**config.mk**
```make
export PLATFORM = sky130hd
export DESIGN_NAME = code_group_tx
export DESIGN_NICKNAME = d
export VERILOG_FILES = /design/src/rtl/code_group_tx_pkg.sv /design/src/rtl/enc_8b10b.sv /design/src/rtl/code_group_tx.sv
export SDC_FILE = /design/constraint.sdc
export NUM_CORES = 1
export LEC_CHECK = 0
export CORE_AREA = 2 2 68 70
export CTS_BUF_LIST = sky130_fd_sc_hd__clkbuf_16
export DETAILED_ROUTE_END_ITERATION = 8
export DIE_AREA = 0 0 70 72
export PLACE_DENSITY = 0.64
export SYNTH_ARGS = -nofsm -noshare
export SYNTH_HDL_FRONTEND = slang
export SYNTH_SLANG_ARGS = --single-unit
export TNS_END_PERCENT = 5
```
**constraint.sdc**
```tcl
create_clock -name Clk -period 5.2 [get_ports Clk]
set_input_delay 0.52 -clock Clk [delete_from_list [all_inputs] [get_ports Clk]]
set_output_delay 0.52 -clock Clk [all_outputs]
set_load 0.01 [all_outputs]
```
**src/rtl/code_group_tx_pkg.sv**
```systemverilog
// Shared code-group constants and state encodings for the 1000BASE-X transmit path.
// The control and idle symbols are kept as {K flag, octet} pairs so the encoder sees one uniform input.
package code_group_tx_pkg;

  typedef enum logic [2:0] {
    IDLE_EVEN = 3'd0,
    IDLE_ODD  = 3'd1,
    SOP       = 3'd2,
    DATA      = 3'd3,
    EPD_T     = 3'd4,
    EPD_R1    = 3'd5,
    EPD_R2    = 3'd6
  } tx_state_t;

  typedef struct packed {
    logic       k;
    logic [7:0] octet;
  } cg_sym_t;

  localparam cg_sym_t SYM_K28_5 = '{k: 1'b1, octet: 8'hBC};
  localparam cg_sym_t SYM_K27_7 = '{k: 1'b1, octet: 8'hFB};
  localparam cg_sym_t SYM_K29_7 = '{k: 1'b1, octet: 8'hFD};
  localparam cg_sym_t SYM_K23_7 = '{k: 1'b1, octet: 8'hF7};
  localparam cg_sym_t SYM_D16_2 = '{k: 1'b0, octet: 8'h50};
  localparam cg_sym_t SYM_D5_6  = '{k: 1'b0, octet: 8'hC5};

  // K28.5 as sent from negative running disparity; this is also the reset value of the output.
  localparam logic [9:0] CG_K28_5_NEG = 10'b0011111010;

endpackage

```
**src/rtl/enc_8b10b.sv**
```systemverilog
// Combinational 8b/10b encoder: octet + K flag + running disparity in, abcdei_fghj group + new RD out.
// RD is 1 for RD+. Only the K codes legal in 8b/10b (K28.y, K23/27/29/30.7) are meaningful with k=1.
module enc_8b10b (
  input  logic [7:0] octet,
  input  logic       k,
  input  logic       rd_in,
  output logic [9:0] code,
  output logic       rd_out
);

  logic [4:0] x;
  logic [2:0] y;
  logic [5:0] six_neg;
  logic [5:0] six;
  logic       six_unbal;
  logic       rd_mid;
  logic [3:0] four_neg;
  logic [3:0] four;
  logic       four_unbal;
  logic       use_a7;
  logic       k28_bal;

  assign x = octet[4:0];
  assign y = octet[7:5];

  // NOTE: every signal driven here gets a default first, so no path through the block can infer a latch.
  always_comb begin
    six_neg = 6'b000000;
    case (x)
      5'd0:  six_neg = 6'b100111;
      5'd1:  six_neg = 6'b011101;
      5'd2:  six_neg = 6'b101101;
      5'd3:  six_neg = 6'b110001;
      5'd4:  six_neg = 6'b110101;
      5'd5:  six_neg = 6'b101001;
      5'd6:  six_neg = 6'b011001;
      5'd7:  six_neg = 6'b111000;
      5'd8:  six_neg = 6'b111001;
      5'd9:  six_neg = 6'b100101;
      5'd10: six_neg = 6'b010101;
      5'd11: six_neg = 6'b110100;
      5'd12: six_neg = 6'b001101;
      5'd13: six_neg = 6'b101100;
      5'd14: six_neg = 6'b011100;
      5'd15: six_neg = 6'b010111;
      5'd16: six_neg = 6'b011011;
      5'd17: six_neg = 6'b100011;
      5'd18: six_neg = 6'b010011;
      5'd19: six_neg = 6'b110010;
      5'd20: six_neg = 6'b001011;
      5'd21: six_neg = 6'b101010;
      5'd22: six_neg = 6'b011010;
      5'd23: six_neg = 6'b111010;
      5'd24: six_neg = 6'b110011;
      5'd25: six_neg = 6'b100110;
      5'd26: six_neg = 6'b010110;
      5'd27: six_neg = 6'b110110;
      5'd28: six_neg = k ? 6'b001111 : 6'b001110;
      5'd29: six_neg = 6'b101110;
      5'd30: six_neg = 6'b011110;
      5'd31: six_neg = 6'b101011;
      default: six_neg = 6'b000000;
    endcase

    // D.07 is balanced but still alternates with RD, like the unbalanced sub-blocks.
    six_unbal = ($countones(six_neg) != 3);
    six       = (rd_in && (six_unbal || (x == 5'd7))) ? ~six_neg : six_neg;
    rd_mid    = six_unbal ? ~rd_in : rd_in;

    // The alternate x.7 avoids a run of five equal bits across the sub-block boundary.
    use_a7 = (y == 3'd7) &&
             (k ||
              (!rd_mid && ((x == 5'd17) || (x == 5'd18) || (x == 5'd20))) ||
              ( rd_mid && ((x == 5'd11) || (x == 5'd13) || (x == 5'd14))));

    four_neg = 4'b0000;
    case (y)
      3'd0: four_neg = 4'b1011;
      3'd1: four_neg = 4'b1001;
      3'd2: four_neg = 4'b0101;
      3'd3: four_neg = 4'b1100;
      3'd4: four_neg = 4'b1101;
      3'd5: four_neg = 4'b1010;
      3'd6: four_neg = 4'b0110;
      3'd7: four_neg = use_a7 ? 4'b0111 : 4'b1110;
      default: four_neg = 4'b0000;
    endcase

    four_unbal = (y == 3'd0) || (y == 3'd4) || (y == 3'd7);
    // K28 with a balanced y uses the complement of the data code to form the comma.
    k28_bal    = k && (x == 5'd28) &&
                 ((y == 3'd1) || (y == 3'd2) || (y == 3'd5) || (y == 3'd6));

    if (k28_bal)
      four = rd_mid ? four_neg : ~four_neg;
    else
      four = (rd_mid && (four_unbal || (y == 3'd3))) ? ~four_neg : four_neg;

    code   = {six, four};
    rd_out = four_unbal ? ~rd_mid : rd_mid;
  end

endmodule

```
**src/rtl/code_group_tx.sv**
```systemverilog
// PCS transmit ordered-set generator: idles, /S/ data /T/ /R/ framing, 8b/10b encoding, one group per cycle.
// TXD is captured one cycle ahead so /S/ can replace the first octet of a frame that starts on an even slot.
module code_group_tx
  import code_group_tx_pkg::*;
(
  input  logic       Clk,
  input  logic       mr_main_reset,
  input  logic       power_on,
  input  logic       TX_EN,
  input  logic [7:0] TXD,
  output logic [9:0] tx_code_group,
  output logic       tx_even,
  output logic       transmitting,
  output logic       tx_disparity
);

  tx_state_t  state;
  logic [7:0] txd_q;
  logic       sync_rst;
  logic       slot_even;
  cg_sym_t    sym;
  logic [9:0] enc_code;
  logic       enc_rd;

  assign sync_rst  = mr_main_reset | power_on;
  // The slot being produced now: IDLE_EVEN re-anchors parity, everything else alternates.
  assign slot_even = (state == IDLE_EVEN) | ~tx_even;

  always_comb begin
    sym = SYM_K28_5;
    case (state)
      IDLE_EVEN: sym = SYM_K28_5;
      IDLE_ODD:  sym = tx_disparity ? SYM_D16_2 : SYM_D5_6;
      SOP:       sym = SYM_K27_7;
      DATA:      sym = '{k: 1'b0, octet: txd_q};
      EPD_T:     sym = SYM_K29_7;
      EPD_R1:    sym = SYM_K23_7;
      EPD_R2:    sym = SYM_K23_7;
      default:   sym = SYM_K28_5;
    endcase
  end

  enc_8b10b u_enc (
    .octet  (sym.octet),
    .k      (sym.k),
    .rd_in  (tx_disparity),
    .code   (enc_code),
    .rd_out (enc_rd)
  );

  // NOTE: non-blocking assignments throughout, so every register samples the pre-edge values of the others.
  always_ff @(posedge Clk) begin
    if (sync_rst) begin
      state         <= IDLE_EVEN;
      txd_q         <= 8'h00;
      tx_code_group <= CG_K28_5_NEG;
      tx_even       <= 1'b0;
      transmitting  <= 1'b0;
      tx_disparity  <= 1'b0;
    end else begin
      if (TX_EN)
        txd_q <= TXD;
      tx_code_group <= enc_code;
      tx_disparity  <= enc_rd;
      tx_even       <= slot_even;
      transmitting  <= (state == SOP) || (state == DATA);

      case (state)
        IDLE_EVEN: state <= IDLE_ODD;
        IDLE_ODD:  state <= TX_EN ? SOP : IDLE_EVEN;
        SOP:       state <= TX_EN ? DATA : EPD_T;
        DATA:      state <= TX_EN ? DATA : EPD_T;
        EPD_T:     state <= EPD_R1;
        // A second /R/ is needed only when the first lands on an even slot.
        EPD_R1:    state <= slot_even ? EPD_R2 : IDLE_EVEN;
        EPD_R2:    state <= IDLE_EVEN;
        default:   state <= IDLE_EVEN;
      endcase
    end
  end

endmodule

```
# Word-level counts from Yosys, hierarchy flattened

Index checks and enable logic that the tools add are counted.

$add $sub $neg: 5
Reductions and logical operators: 27
Equality and inequality tests: 45
Muxes and demuxes: 16
Bitwise gates (word level): 7

Operators by type and width:

| operator                                            | number |
|---|---|
| case mux 6 bit (32 select lines)                    | 1 |
| equality test 5 bit, second input constant          | 16 |
| adder 32 bit                                        | 2 |
| case mux 9 bit (5 select lines)                     | 1 |
| equality test 5 x 4 -> 1 bit, second input constant | 8 |
| != test 32 x 3 -> 1 bit, second input constant      | 1 |
| case mux 4 bit (8 select lines)                     | 1 |
| equality test 3 bit, second input constant          | 7 |
| equality test 5 x 3 -> 1 bit, second input constant | 4 |
| two-way mux 4 bit                                   | 4 |
| case mux 3 bit (5 select lines)                     | 1 |
| logical OR 1 bit                                    | 14 |
| equality test 3 x 2 -> 1 bit, second input constant | 4 |
| equality test 5 x 2 -> 1 bit, second input constant | 2 |
| two-way mux 8 bit                                   | 1 |
| logical AND 1 bit                                   | 7 |
| adder 1 x 1 -> 2 bit                                | 3 |
| equality test 3 x 1 -> 1 bit, second input constant | 2 |
| zero test 3 bit                                     | 2 |
| two-way mux 3 bit                                   | 2 |
| two-way mux 6 bit                                   | 1 |
| NOT 6 bit                                           | 1 |
| equality test 5 x 1 -> 1 bit, second input constant | 1 |
| zero test 5 bit                                     | 1 |
| other kinds (7)                                     | 13 |

Bits in registers: 24
Bits of input ports: 12

# Logic depth before layout (Yosys ltp)

Depth after elaboration: 20
Depth in mapped cells: 19

# Cells and area by module

Synthesis repeated with hierarchy kept, for this count alone.

Cell total of the unflattened synthesis: 205
Area, all modules: 1704.1 um2

Modules (own cells, without submodules):

| module        | area an instance (um2) | sequential area each (um2) | times used | cells an instance |
|---|---|---|---|---|
| code_group_tx | 935.9                  | 480.5                      | 1          | 98 |
| enc_8b10b     | 768.2                  | 0.0                        | 1          | 107 |

# Least setup slack after synthesis

OpenSTA, ideal clock, no wires.

Kind: register to register
From: register state[0]
To: register tx_code_group[0]
Required time: 5.079 ns
Arrival time: 4.055 ns
Path buffers: 2
Setup slack: 1.024 ns
Stages on the path, launching flop included: 19
Cells stage by stage: dfxtp_1 -> buf_6 -> and2_4 -> buf_6 -> a22o_4 -> a211o_1 -> a311o_1 -> nand2_1 -> o2111ai_2 -> ha_1 -> fa_1 -> ha_1 -> nand2_1 -> nor3_1 -> xor2_1 -> nor2_1 -> mux2_2 -> and2_1 -> mux2_2

Cells in the longest elaborated chain, start to end: 20

RTL lines:

| what                                             | line                             | RTL |
|---|---|---|
| start: declaration                               | code_group_tx.sv:17              | `tx_state_t state;` |
| start signal: assignment                         | code_group_tx.sv:70              | `IDLE_ODD: state <= TX_EN ? SOP : IDLE_EVEN;` |
| start signal: assignment                         | code_group_tx.sv:71              | `SOP: state <= TX_EN ? DATA : EPD_T;` |
| start signal: assignment                         | code_group_tx.sv:72              | `DATA: state <= TX_EN ? DATA : EPD_T;` |
| equality test 3 bit                              | code_group_tx.sv:31              | `case (state)` |
| OR reduction 2 bit (no line)                     | n/a                              |  |
| case mux 9 bit (5 select lines) (*)              | code_group_tx.sv:31              |  |
| equality test 5 bit (tied with other cells)      | enc_8b10b.sv:29                  | `case (x)` |
| case mux 6 bit (32 select lines)                 | enc_8b10b.sv:29                  |  |
| adder 1 x 1 -> 2 bit (not written as such)       | enc_8b10b.sv:66                  | `six_unbal = ($countones(six_neg) != 3);` |
| adder 32 bit (not written as such) (2 in series) | enc_8b10b.sv:66                  |  |
| != test 32 x 3 -> 1 bit                          | enc_8b10b.sv:66                  |  |
| [3 not listed]                                   | n/a                              |  |
| logical OR 1 bit                                 | enc_8b10b.sv:72                  | `(k \|\|` |
| logical OR 1 bit                                 | enc_8b10b.sv:73                  | `(!rd_mid && ((x == 5'd17) \|\| (x == 5'd18) \|\| (x == 5'd20))) \|\|` |
| logical AND 1 bit                                | enc_8b10b.sv:71                  | `use_a7 = (y == 3'd7) &&` |
| two-way mux 4 bit                                | enc_8b10b.sv:85                  | `3'd7: four_neg = use_a7 ? 4'b0111 : 4'b1110;` |
| case mux 4 bit (8 select lines)                  | enc_8b10b.sv:77                  | `case (y)` |
| NOT 4 bit                                        | enc_8b10b.sv:95, enc_8b10b.sv:97 |  |
| two-way mux 4 bit, on equally long branches      | enc_8b10b.sv:97, enc_8b10b.sv:95 |  |
| two-way mux 4 bit (*)                            | enc_8b10b.sv:94                  | `if (k28_bal)` |
| end signal: assignment                           | code_group_tx.sv:63              | `tx_code_group <= enc_code;` |
| end: declaration                                 | code_group_tx.sv:11              | `output logic [9:0] tx_code_group,` |

Mark *: on every way between the ends. The rest lies on a longest branch, timed or not.
A chain may end at the register's enable or synchronous reset.

# Final worst setup path

From: register state[1]
To: register tx_code_group[0]

Same word-level chain as after synthesis.

==> flow_metrics.tcl <==
set metrics [dict create \
    p_sw_frac 0.304 \
    avgRoutedWirePerCell_um 13.9 \
    insertedDiodeCount 0 \
    cts_hold_buf 0 \
    synthFlopType "dfxtp_1" \
    comb_power_share 0.335 \
    rows 24 \
    rsz0062_at_grt "no" \
    syn_nets 254 \
    utilization 0.513 \
    hold_slack_ns 0.495 \
    postSynthAreaPerCell_um2 8.12 \
    outcome "completed" \
    total_power_uw 561 \
    cp_max_fo 21 \
    core_um2 4260 \
    p_leak_nw 0.825 \
    setup_tns_ns 0 \
    syn_area_um2 1880 \
    crit_slowest_cell "dfxtp_1" \
    cts_max_path_buffers 2 \
    cts_tree "built" \
    fin_nets 272 \
    netlist_instances 231 \
    maxCapViolCount 0 \
    internal-power_uw 390 \
    synth.distinct_cells 57 \
    start_kind "flip-flop" \
    fmax_ghz 0.206 \
    postCtsSetupRepairBufs 0 \
    crit_type "flip-flop to flip-flop" \
    grt.overflow.total 0 \
    period_share 0.932 \
    power_density_nw_per_um2 256 \
    endpoint_kind "flip-flop" \
    synth_warnings 0 \
    die_h_um 72 \
    dieArea_um2 5040 \
    ir_drop_mv 0.137 \
    ys_ff_latch 24 \
    drt-initial-drc-count 131 \
    cp.required_ns 5.34 \
    clk_pin_slew_ns 0.06 \
    cts_buffers 3 \
    drive_gt1_frac 0.0887 \
    relSlewSlack 0.550 \
    pre_cts_slack_ns 0.406 \
    crit_chain "nor2_1, a22o_4, a211o_1, a311o_1, nand2_1, o2111ai_2, ha_1, fa_1, ha_1, nand2_1, nor3_1, xor2_1, a2111oi_0, a31oi_1, a31oi_1, mux2_2" \
    clkSinkCount 24 \
    gp_congestion 0.896 \
    switchingPower_uw 171 \
    seq_power_share 0.375 \
    grt_use_total 0.174 \
    cts_root_buf "clkbuf_16" \
    slew_viol_final 0 \
    clock_skew_ns 0.00448 \
    area_delta_synth_final_pct 16.7 \
    die_x_um 70 \
    slowest_delay_ns 0.75 \
    initial_utilization 0.440 \
    hold_path.class "flip-flop to flip-flop" \
    fin_crit_ns 4.85 \
    dr.pass1.iters 4 \
    layout_common_cells "32 x nor2_1, 24 x nand2_1, 24 x clkdlybuf4s50_1, 24 x dfxtp_1, 18 x a21oi_1" \
    drc 0 \
    vias_per_cell 5.46 \
    grt_pass1_wl_um 7220 \
    grt_pass1_vias 1534 \
    ioPinCount 25 \
    hpwl_um 3170 \
    ys_async_sr_fraction 0 \
    setup_viol_count_final 0 \
    clock_power_share 0.291 \
    grt_start_max_net_pins 22 \
    critical_path_arrival_ns 4.99 \
    hold_violations 0 \
    yosysSeqAreaShare 0.256 \
    htree_levels 1 \
    antenna_found_initial 0 \
    wirelength_um 4180 \
    cts_resized 0 \
    synth-edff-count 0 \
    clock_latency_ns 0.26 \
    io_buffers 24 \
    worstMarginPinSlew_ns 0.675 \
    ant_nets 0 \
    setup_ws_ns 0.351 \
    final_common_cell "nor2_1" \
    vias 1638 \
]
==> layout make-up <==
| type | instances | area, um^2 |
|---|---|---|
| Clock buffer | 3 | 75.1 |
| Clock inverter | 1 | 3.75 |
| Fill cell | 434 | 2080 |
| Inverter | 6 | 22.5 |
| Multi-Input combinational cell | 188 | 1290 |
| Sequential cell | 24 | 480 |
| Tap cell | 52 | 65.1 |
| Timing Repair Buffer | 26 | 255 |
==> final timing paths <==
path / from / endpoint / slack [ns] / cells past startpoint
max: state[1] / tx_code_group[0] / 0.35 / 16
min: txd_q[6] / txd_q[6] / 0.50 / 2
max reg2reg: state[1] / tx_code_group[0] / 0.35 / 16
min reg2reg: txd_q[6] / txd_q[6] / 0.50 / 2
==> registers in the layout (all words and copies together), names as in the netlist <==
signal	cells
tx_even	1
state	3
transmitting	1
txd_q	8
tx_disparity	1
tx_code_group	10
==> metrics by stage <==
stage          instances  instance area (um^2)
2_1_floorplan        231                  1880
3_3_place_gp         296                  2110
3_5_place_dp         296                  2110
4_1_cts              300                  2190
5_1_grt              300                  2190
6_report             300                  2190
==> synth_stat cells, types with 3 or more instances <==
cell / number / area share
mux2_2: 3 / 0.018
and2_1: 3 / 0.010
dfxtp_1: 24 / 0.26
nand2b_1: 11 / 0.037
xor2_1: 6 / 0.028
a21o_1: 3 / 0.012
nor2_1: 32 / 0.064
ha_1: 9 / 0.060
inv_1: 6 / 0.012
a21oi_1: 18 / 0.048
mux2i_1: 12 / 0.064
buf_6: 3 / 0.018
nand2_1: 24 / 0.048
buf_4: 3 / 0.012
clkbuf_1: 4 / 0.0080
nand3_1: 5 / 0.013
nor3_1: 7 / 0.019
buf_2: 3 / 0.0080
a31oi_1: 4 / 0.013
o21ai_0: 8 / 0.021
==> cell families (layout without fill, tap and decap cells) <==
logic type / after synthesis / in the layout / share of synthesized area
DFF: 24 / 24 / 0.256
buffers and inverters: 19 / 36 / 0.0580
and+or+nand+nor: 96 / 96 / 0.253
xor gates and xnor gates: 7 / 7 / 0.0327
muxes: 15 / 15 / 0.0821
adders and majority gates: 11 / 11 / 0.0814
AOI/OAI and AO/OA: 59 / 59 / 0.237
==> power by group through the flow <==
stage | Combinational (mW) | Sequential [mW] | Clock (mW)
after floorplan | 0.130 | 0.216 | 0
after global placement | 0.186 | 0.215 | 0
after detailed placement | 0.187 | 0.215 | 0
after CTS | 0.189 | 0.210 | 0.169
after global routing | 0.210 | 0.212 | 0.176
final | 0.188 | 0.210 | 0.163
==> worst max-delay path: cells and delay by family (launching register included) <==
family	cells	cell delay, ns
simple gates	4	0.59
compound gates	7	1.75
mux	1	0.34
fa+ha+maj	3	1.06
xor+xnor	1	0.21
flops	1	0.75
==> routing by layer <==
layer  vias up  GRT usage  share of wire
met4         0     0.0641          0.011
met3         4     0.0194          0.044
met5         -          0              0
met1       742      0.239           0.48
met2        44      0.286           0.46
li1        848          -              -
No activity file was read; power rests on OpenSTA's default activity.
